--- src/rtl/usb_slave_pkg.sv ---
// ============================================================================
// usb_slave_pkg : shared PID, state and endpoint definitions for the USB slave
// Rev 1.0
// ============================================================================
`default_nettype none

package usb_slave_pkg;

   localparam int NUM_EP = 4;

   typedef enum logic [1:0] {
      PID_DATA0 = 2'd0,
      PID_DATA1 = 2'd1,
      PID_NAK   = 2'd2,
      PID_STALL = 2'd3
   } pid_e;

   typedef enum logic [2:0] {
      S_IDLE     = 3'd0,
      S_CHECK    = 3'd1,
      S_READ     = 3'd2,
      S_SEND     = 3'd3,
      S_HSHK     = 3'd4,
      S_WAITDONE = 3'd5,
      S_WAITACK  = 3'd6
   } state_e;

   function automatic pid_e data_pid(input logic toggle);
      return toggle ? PID_DATA1 : PID_DATA0;
   endfunction

endpackage

`default_nettype wire

--- src/rtl/usb_in_ep_sequencer_if.sv ---
// ============================================================================
// usb_in_ep_sequencer_if : token, FIFO mux, packet sender and handshake signals
// Rev 1.0
// ============================================================================
`default_nettype none

interface usb_in_ep_sequencer_if;
   logic       tokValid;
   logic [3:0] tokEndP;
   logic [3:0] epEnable;
   logic [3:0] epStall;
   logic [3:0] currEndP;
   logic       TxFifoREn;
   logic [7:0] TxFifoData;
   logic       TxFifoEmpty;
   logic       txReq;
   logic [1:0] txPid;
   logic       txValid;
   logic [7:0] txData;
   logic       txLast;
   logic       txReady;
   logic       txDone;
   logic       ackRcvd;
   logic       ackTimeout;
   logic       busy;

   modport master (
      input  tokValid, tokEndP, epEnable, epStall, TxFifoData, TxFifoEmpty,
             txReady, txDone, ackRcvd, ackTimeout,
      output currEndP, TxFifoREn, txReq, txPid, txValid, txData, txLast, busy
   );

   modport slave (
      output tokValid, tokEndP, epEnable, epStall, TxFifoData, TxFifoEmpty,
             txReady, txDone, ackRcvd, ackTimeout,
      input  currEndP, TxFifoREn, txReq, txPid, txValid, txData, txLast, busy
   );
endinterface

`default_nettype wire

--- src/rtl/usb_tx_byte_reg.sv ---
// ============================================================================
// usb_tx_byte_reg : one-entry payload holding register between FIFO and sender
// Rev 1.0
// ============================================================================
`default_nettype none

module usb_tx_byte_reg (
   input  logic       clk,
   input  logic       rst_n,
   input  logic       load_i,
   input  logic [7:0] data_i,
   input  logic       ready_i,
   output logic       valid_o,
   output logic [7:0] data_o
);

   logic       valid_q;
   logic [7:0] data_q;

   // Data is held after the transfer; only the valid flag drops.
   always_ff @(posedge clk) begin
      if (!rst_n) begin
         valid_q <= 1'b0;
         data_q  <= 8'h00;
      end else if (load_i) begin
         valid_q <= 1'b1;
         data_q  <= data_i;
      end else if (valid_q && ready_i) begin
         valid_q <= 1'b0;
      end
   end

   assign valid_o = valid_q;
   assign data_o  = data_q;

endmodule

`default_nettype wire

--- src/rtl/usb_in_ep_sequencer.sv ---
// ============================================================================
// usb_in_ep_sequencer : answers IN tokens on EP0-3 with DATA0/1, NAK or STALL
// Rev 1.0
// ============================================================================
`default_nettype none

module usb_in_ep_sequencer
   import usb_slave_pkg::*;
#(
   parameter int MAX_PKT = 64
) (
   input  logic                  clk,
   input  logic                  rst_n,
   usb_in_ep_sequencer_if.master bus
);

   localparam logic [6:0] LAST_IDX = 7'(MAX_PKT - 1);

   state_e              state_q;
   logic [3:0]          currEndP_q;
   pid_e                txPid_q;
   logic                TxFifoREn_q;
   logic                txReq_q;
   logic                txLast_q;
   logic                rdCap_q;
   logic [6:0]          cnt_q;
   logic [NUM_EP-1:0]   toggle_q;
   logic [NUM_EP-1:0]   toggle_d;

   logic [1:0]          ep;
   logic                byteLoad;
   logic                byteValid;
   logic [7:0]          byteData;
   logic                byteXfer;

   assign ep       = currEndP_q[1:0];
   assign byteLoad = (state_q == S_READ) && rdCap_q;
   assign byteXfer = (state_q == S_SEND) && byteValid && bus.txReady;

   usb_tx_byte_reg u_byte_reg (
      .clk     (clk),
      .rst_n   (rst_n),
      .load_i  (byteLoad),
      .data_i  (bus.TxFifoData),
      .ready_i (bus.txReady),
      .valid_o (byteValid),
      .data_o  (byteData)
   );

   // A disabled endpoint is forced back to DATA0 regardless of any ACK.
   always_comb begin
      toggle_d = toggle_q;
      if ((state_q == S_WAITACK) && bus.ackRcvd) begin
         toggle_d[ep] = ~toggle_q[ep];
      end
      toggle_d = toggle_d & bus.epEnable;
   end

   always_ff @(posedge clk) begin
      if (!rst_n) begin
         toggle_q <= '0;
      end else begin
         toggle_q <= toggle_d;
      end
   end

   always_ff @(posedge clk) begin
      if (!rst_n) begin
         state_q     <= S_IDLE;
         currEndP_q  <= 4'd0;
         txPid_q     <= PID_DATA0;
         TxFifoREn_q <= 1'b0;
         txReq_q     <= 1'b0;
         txLast_q    <= 1'b0;
         rdCap_q     <= 1'b0;
         cnt_q       <= 7'd0;
      end else begin
         TxFifoREn_q <= 1'b0;
         case (state_q)
            S_IDLE: begin
               if (bus.tokValid) begin
                  currEndP_q <= bus.tokEndP;
                  state_q    <= S_CHECK;
               end
            end
            S_CHECK: begin
               if ((currEndP_q[3:2] != 2'd0) || !bus.epEnable[ep]) begin
                  state_q <= S_IDLE;
               end else if (bus.epStall[ep]) begin
                  txPid_q <= PID_STALL;
                  txReq_q <= 1'b1;
                  state_q <= S_HSHK;
               end else if (bus.TxFifoEmpty) begin
                  txPid_q <= PID_NAK;
                  txReq_q <= 1'b1;
                  state_q <= S_HSHK;
               end else begin
                  txPid_q     <= data_pid(toggle_q[ep]);
                  txReq_q     <= 1'b1;
                  cnt_q       <= 7'd0;
                  rdCap_q     <= 1'b0;
                  TxFifoREn_q <= 1'b1;
                  state_q     <= S_READ;
               end
            end
            S_HSHK: begin
               if (bus.txDone) begin
                  txReq_q <= 1'b0;
                  state_q <= S_IDLE;
               end
            end
            // First READ cycle strobes the FIFO, second captures its data.
            S_READ: begin
               if (!rdCap_q) begin
                  rdCap_q <= 1'b1;
               end else begin
                  rdCap_q  <= 1'b0;
                  txLast_q <= (cnt_q == LAST_IDX) || bus.TxFifoEmpty;
                  state_q  <= S_SEND;
               end
            end
            S_SEND: begin
               if (byteXfer) begin
                  cnt_q    <= cnt_q + 7'd1;
                  txLast_q <= 1'b0;
                  if (txLast_q) begin
                     state_q <= S_WAITDONE;
                  end else begin
                     TxFifoREn_q <= 1'b1;
                     state_q     <= S_READ;
                  end
               end
            end
            S_WAITDONE: begin
               if (bus.txDone) begin
                  txReq_q <= 1'b0;
                  state_q <= S_WAITACK;
               end
            end
            S_WAITACK: begin
               if (bus.ackRcvd || bus.ackTimeout) begin
                  state_q <= S_IDLE;
               end
            end
            default: begin
               state_q <= S_IDLE;
            end
         endcase
      end
   end

   assign bus.currEndP  = currEndP_q;
   assign bus.TxFifoREn = TxFifoREn_q;
   assign bus.txReq     = txReq_q;
   assign bus.txPid     = txPid_q;
   assign bus.txValid   = byteValid;
   assign bus.txData    = byteData;
   assign bus.txLast    = txLast_q;
   assign bus.busy      = (state_q != S_IDLE);

endmodule

`default_nettype wire

--- src/flat_wrapper.sv ---
// flat-port wrapper written by rule: the top's interface ports become plain ports
module usb_in_ep_sequencer_flat import usb_slave_pkg::*;
#(
   parameter int MAX_PKT = 64
)
  (clk, rst_n, bus_tokValid, bus_tokEndP, bus_epEnable, bus_epStall, bus_TxFifoData, bus_TxFifoEmpty, bus_txReady, bus_txDone, bus_ackRcvd, bus_ackTimeout, bus_currEndP, bus_TxFifoREn, bus_txReq, bus_txPid, bus_txValid, bus_txData, bus_txLast, bus_busy);
  usb_in_ep_sequencer_if bus_i ();
  input  logic clk;
  input  logic rst_n;
  input wire logic [$bits(bus_i.tokValid)-1:0] bus_tokValid;
  input wire logic [$bits(bus_i.tokEndP)-1:0] bus_tokEndP;
  input wire logic [$bits(bus_i.epEnable)-1:0] bus_epEnable;
  input wire logic [$bits(bus_i.epStall)-1:0] bus_epStall;
  input wire logic [$bits(bus_i.TxFifoData)-1:0] bus_TxFifoData;
  input wire logic [$bits(bus_i.TxFifoEmpty)-1:0] bus_TxFifoEmpty;
  input wire logic [$bits(bus_i.txReady)-1:0] bus_txReady;
  input wire logic [$bits(bus_i.txDone)-1:0] bus_txDone;
  input wire logic [$bits(bus_i.ackRcvd)-1:0] bus_ackRcvd;
  input wire logic [$bits(bus_i.ackTimeout)-1:0] bus_ackTimeout;
  output wire logic [$bits(bus_i.currEndP)-1:0] bus_currEndP;
  output wire logic [$bits(bus_i.TxFifoREn)-1:0] bus_TxFifoREn;
  output wire logic [$bits(bus_i.txReq)-1:0] bus_txReq;
  output wire logic [$bits(bus_i.txPid)-1:0] bus_txPid;
  output wire logic [$bits(bus_i.txValid)-1:0] bus_txValid;
  output wire logic [$bits(bus_i.txData)-1:0] bus_txData;
  output wire logic [$bits(bus_i.txLast)-1:0] bus_txLast;
  output wire logic [$bits(bus_i.busy)-1:0] bus_busy;
  assign bus_i.tokValid = bus_tokValid;
  assign bus_i.tokEndP = bus_tokEndP;
  assign bus_i.epEnable = bus_epEnable;
  assign bus_i.epStall = bus_epStall;
  assign bus_i.TxFifoData = bus_TxFifoData;
  assign bus_i.TxFifoEmpty = bus_TxFifoEmpty;
  assign bus_i.txReady = bus_txReady;
  assign bus_i.txDone = bus_txDone;
  assign bus_i.ackRcvd = bus_ackRcvd;
  assign bus_i.ackTimeout = bus_ackTimeout;
  assign bus_currEndP = bus_i.currEndP;
  assign bus_TxFifoREn = bus_i.TxFifoREn;
  assign bus_txReq = bus_i.txReq;
  assign bus_txPid = bus_i.txPid;
  assign bus_txValid = bus_i.txValid;
  assign bus_txData = bus_i.txData;
  assign bus_txLast = bus_i.txLast;
  assign bus_busy = bus_i.busy;
  usb_in_ep_sequencer #(.MAX_PKT(MAX_PKT)) u_core (.clk(clk), .rst_n(rst_n), .bus(bus_i));
endmodule
--- config.mk ---
export PLATFORM = sky130hd
export DESIGN_NAME = usb_in_ep_sequencer_flat
export DESIGN_NICKNAME = d
export VERILOG_FILES = /design/src/rtl/usb_slave_pkg.sv /design/src/rtl/usb_in_ep_sequencer_if.sv /design/src/rtl/usb_tx_byte_reg.sv /design/src/rtl/usb_in_ep_sequencer.sv /design/src/flat_wrapper.sv
export SDC_FILE = /design/constraint.sdc
export NUM_CORES = 1
export LEC_CHECK = 0
export CAP_MARGIN = 0
export CORE_MARGIN = 2
export CORE_UTILIZATION = 62
export CTS_BUF_LIST = sky130_fd_sc_hd__clkbuf_8 sky130_fd_sc_hd__clkbuf_16
export DETAILED_ROUTE_END_ITERATION = 16
export DONT_BUFFER_PORTS = 1
export PLACE_DENSITY = 0.88
export SLEW_MARGIN = 20
export SYNTH_ARGS = -nofsm -noshare
export SYNTH_HDL_FRONTEND = slang
export SYNTH_SLANG_ARGS = --single-unit
--- constraint.sdc ---
create_clock -name clk -period 2.1 [get_ports clk]
set_input_delay 0.525 -clock clk [delete_from_list [all_inputs] [get_ports clk]]
set_output_delay 0.525 -clock clk [all_outputs]
set_load 0.005 [all_outputs]
; ---- After elaboration in Yosys (flattened, before gate mapping)
; Cells that the tools add are included.
[word_totals]
ff_bits = 33
inputBits = 28
output_inout_bits = 19
[op_classes]
n_bitwise = 3
eq_ne = 17
muxes = 48
n_reduce_logical = 26
n_addsub = 1
n_lt_le_gt_ge = 2
[ops]
columns = operator, n
row1 = 2-to-1 mux 3 bit, 10
row2 = 2-to-1 mux 7 bit, 4
row3 = case mux 3 bit (7 select lines), 1
row4 = 2-to-1 mux 1 bit, 20
row5 = inequality test 2 bit (second input constant), 7
row6 = case mux 7 bit (2 select lines), 1
row7 = nonzero test 2 bit, 6
row8 = == test 3 bit (second input constant), 3
row9 = case mux 1 bit (2 select lines), 4
row10 = adder 7 x 1 -> 7 bit (second input constant), 1
row11 = == test 7 x 6 -> 1 bit (second input constant), 1
row12 = binary-select mux 1 bit (select 2 bit), 3
row13 = == test 3 x 2 -> 1 bit (second input constant), 2
row14 = logical AND 1 bit, 6
row15 = inequality test 2 x 1 -> 1 bit (second input constant), 3
row16 = AND reduction 3 bit, 2
row17 = AND reduction 6 bit, 1
row18 = AND reduction 5 bit, 1
row19 = AND 4 bit, 1
row20 = bitwise mux 4 bit, 1
row21 = 2-to-1 mux 2 bit, 2
row22 = 2-to-1 mux 4 bit, 1
row23 = AND reduction 2 bit, 2
row24 = AND reduction 4 bit, 1
row25 = other kinds (10), 13

; ---- Logic depth before layout (Yosys ltp)
; Gate-level depths: netlist (run 1).
[logic_depth]
ltp_word = 7
ltp_mapped = 7

; ---- By module
; A second synthesis (run 1) with hierarchy kept.
[unflattened]
cells_unflattened = 197
hier_area_um2 = 1784.2
[modules_own_cells]
columns = module, instances, area_each_um2, cells_per_inst
row1 = usb_in_ep_sequencer, 1, 1448.9, 169
row2 = usb_tx_byte_reg, 1, 335.3, 28

; ---- Least setup slack after synthesis (run 1)
; Ideal clock, no wire load.
[synth_timing]
path_type = reg-to-reg
startpoint = register u_core.currEndP_q[0] (netlist: u_core.bus.currEndP[0])
endpoint = register u_core.cnt_q[4]
stages_incl_launch_ff = 6
path_slack_ps = 404
arrival_ps = 1625
setup_time_ps = 71
n_path_buf = 0
synth_period_minus_slack_ps = 1696
cell_sequence = dfxtp_1 > or3b_4 > o22ai_4 > a21oi_2 > or4_1 > a21oi_1
[synth_between]
elab_chain_len = 6
elab_cells_between_ends = 9
classes_between = eq/ne (2) / mux (4) / reduce/logical (3)
[synth_lines]
columns = element, line_no
row1 = from (decl), usb_in_ep_sequencer.sv:20  ; logic [3:0] currEndP_q;
row2 = from (signal assigned), usb_in_ep_sequencer.sv:82  ; currEndP_q <= bus.tokEndP;
row3 = binary-select mux 1 bit (select 2 bit), usb_in_ep_sequencer.sv:87  ; if ((currEndP_q[3:2] != 2'd0) || !bus.epEnable[ep]) begin
row4 = 2-to-1 mux 1 bit (implied by the code), usb_in_ep_sequencer.sv:87
row5 = zero test 1 bit, usb_in_ep_sequencer.sv:87
row6 = logical OR 1 bit, usb_in_ep_sequencer.sv:87
row7 = inequality test 2 bit (no line), -
row8 = AND reduction 5 bit (no line) (*), -
row9 = to (signal assigned), usb_in_ep_sequencer.sv:124  ; cnt_q <= cnt_q + 7'd1;
row10 = to (decl), usb_in_ep_sequencer.sv:26  ; logic [6:0] cnt_q;
; Every way passes the cells marked *; elsewhere a longest branch is shown, timed or not. The select of a mux whose other input is x is not followed.
; A chain may end at the register's enable or synchronous reset.

; ---- Worst setup path in the final report (run 1)
; Ends and elaborated chain as after synthesis.

==> summary.txt, run 1 <==
Routed WL per cell: 15.6 um
Crit path from: u_core.bus.currEndP[0]
CTS Buffer Depth: 2
Fraction of layout cells with a size suffix above 1: 8.21%
Syn nets: 224
Critical path class: flip-flop to flip-flop
Fmax: 518 MHz
IO Count: 47
Final setup violating endpoints: 0
Comb pwr share: 15.7%
Leak: 0.000673 uW
Synth warn: 0
RR Endpoint: u_core.cnt_q[4]
Total wire length: 3500 um
Core ar.: 2500 um2
Hold Slack: 0.372 ns
FF-to-FF setup slack: 0.17 ns
CTS tree: done
DRT antenna net count: 0
Hold Buf Count CTS: 0
Synth async-reset ratio: 0%
Sequential Power Share: 50.0%
R2R cell count: 5
Tmin final: 1.93 ns
Die Y: 55.8 um
Number of synthesized flops with an enable pin: 0
Die ar.: 3110 um2
Number of buffers created by CTS: 5
Mapped Area: 1660 um2
Worst relative slew slack: 66.0%
Final Max Slew Viols: 0
Initial Util: 66.4%
Final Hold Vio Count: 0
Reg clk slew, reported paths: 0.07 ns
H-tree Lvls: 2
Total grt overflow: 0
Hold endpoint: u_core.bus.currEndP[1]
Nets: 224
Hold WC Path Type: input port to flip-flop
Synth cell types: 40
Critical Path End Type: flip-flop
Largest net degree at the start of global routing: 28
1st-iter DRT viols: 53
Num rows: 18
Switching Power: 377 uW
Sequential area share after synthesis: 39.8%
Area grow syn2layout: 6.63%
Gr usage total: 23.9%
Hold_sp: rst_n
Hold path cells: 1
Fillers: 179
Via count of the first global-routing pass: 1317
Status: finished, final reports clean
RSZ-0062 raised after global routing: no
Die W: 55.8 um
Post-synth top area cell: dfxtp_1
First-pass GRT wire length: 5910 um
Main synth FF type: dfxtp_1
Met3 routed WL: 232 um
Top-area cell type share of the netlist area: 39.8%
Cells after synthesis: 195
DR vias/cell: 6.14
Clock Skews: 0.00985 ns
DRT met1 WL: 1510 um
Later-pin clock latency in the skew report: 0.29 ns
Clk sinks: 33
Worst Max-Slew Pin Slew: 0.507 ns
Post-synthesis area per instance: 8.51 um2
RR Startpoint: u_core.bus.currEndP[0]
Post_cts resized: 0
Yosys reg bits: 33
Setup TNS: 0 ns
Top layer in use: met4
Final Cycle Share: 92.0%
Internal power: 997 uW
Max-cap violations: 0
Top fanout value on the critical path: 11
Diodes inserted: 0
Top cells by area, synth: dfxtp_1 40%, nand2_1 7.5%, mux2i_1 5.4%
Worst Setup Start Kind: flip-flop
IO buf count: 0
PwrDens: 776 nW/um2
Post-DP HPWL: 2590 um
CP arrival: 2.14 ns
Initial antenna violation count: 0
Most instantiated cells after synthesis: 33 x dfxtp_1, 33 x nand2_1, 11 x a21boi_1, 11 x a21oi_1
CTS Root Cell: clkbuf_8
Drt drc: 0
Switching Fraction: 27.4%
DR vias: 1382
Maximum VDD drop: 0.627 mV
Initial DRT Pass Iterations: 4
WL met2: 1690 um
Worst EP required: 2.31 ns
Clock network power share: 34.3%
Gpl congestion: 0.919
Post-CTS setup buffer count: 0
==> placed cells by master (no fill, tap or decap), types with 2 or more instances in the layout <==
master	n
nand2_1	33
dfxtp_1	32
a21boi_1	11
a21oi_1	11
nor2_1	9
mux2i_1	9
o21ai_0	9
nor2b_1	8
and3_1	6
clkbuf_8	6
nand3_1	5
nand2b_1	5
o31ai_1	5
buf_4	5
or3_1	4
or4_1	4
inv_1	4
xor2_1	3
nor3b_1	2
nand4_1	2
o221ai_1	2
a32o_1	2
==> metrics by stage <==
step / setup slack, ns / cells / power, uW / util [%] / area (um2)
6_report: 0.169 / 225 / 1370 / 70.8 / 1770
5_1_grt: 0.0651 / 225 / 1430 / 70.8 / 1770
4_1_cts: 0.113 / 225 / 1380 / 70.8 / 1770
3_5_place_dp: 0.147 / 218 / 913 / 67.3 / 1680
3_3_place_gp: 0.263 / 218 / 900 / 67.3 / 1680
2_1_floorplan: 0.404 / 195 / 873 / - / 1660
==> power groups by stage <==
stage	combinational [uW]	sequential, uW	clock, uW
finish	216	686	471
global route	238	691	506
CTS	214	686	480
detailed placement	213	699	0
global placement	202	697	0
floorplan	195	677	0
==> kinds of logic after synthesis <==
logic type	after synthesis	synth area share, %
DFF	33	39.8
muxes	11	7.46
adders and majority gates	1	0.753
buffers and inverters	15	3.84
AOI/OAI and AO/OA	49	20.8
xor gates and xnor gates	4	2.11
and+or+nand+nor	82	25.2
==> layout make-up <==
type                       instances  area [um2]  area share (%)
timing repair buffer               5        37.5            2.12
multi-input combinational        147         936            52.9
clock buffer                       6        82.6            4.66
clock inverter                     1        3.75           0.212
inverter                           3        11.3           0.636
sequential                        33         662            37.4
tap                               30        37.5            2.12
==> routing by layer <==
metal  vias to the layer above  GRT usage [%]
li1                        695              -
met1                       639           30.0
met2                        41           37.1
met3                         7           7.91
met4                         0           11.5
met5                         -              0
==> sequential cells by signal, summed over array words and instances (netlist names) <==
signal / flops
u_core.bus.currEndP: 4
u_core.u_byte_reg.data_o: 8
u_core.rdCap_q: 1
u_core.bus.txReq: 1
u_core.cnt_q: 7
u_core.bus.txLast: 1
u_core.state_q: 3
u_core.toggle_q: 4
u_core.bus.txPid: 2
u_core.u_byte_reg.valid_o: 1
u_core.bus.TxFifoREn: 1
==> how the worst max path moves through the flow <==
stage	to	cells after the start
floorplan	u_core.cnt_q[4]	5
global placement	u_core.cnt_q[3]	5
detailed placement	u_core.cnt_q[4]	5
CTS	u_core.cnt_q[4]	5
global route	u_core.cnt_q[4]	4
finish	u_core.cnt_q[4]	5
==> worst max-delay path: stages (launching register included) <==
cell	delay [ns]
dfxtp_1	0.38
or3b_4	0.41
o22ai_4	0.19
a21oi_2	0.17
or4_1	0.54
a21oi_1	0.17
Power figures use the tool's default switching activity.
==> inputs of run 2 (changes only) <==
--- a/config.mk
+++ b/config.mk
@@ -11,6 +11,7 @@
 export CTS_BUF_LIST = sky130_fd_sc_hd__clkbuf_8 sky130_fd_sc_hd__clkbuf_16
 export DETAILED_ROUTE_END_ITERATION = 16
 export DONT_BUFFER_PORTS = 1
+export GPL_ROUTABILITY_DRIVEN = 0
 export PLACE_DENSITY = 0.88
 export SLEW_MARGIN = 20
 export SYNTH_ARGS = -nofsm -noshare
==> results of run 2 <==
Final layout, timing and power as in run 1 (identical DEF).
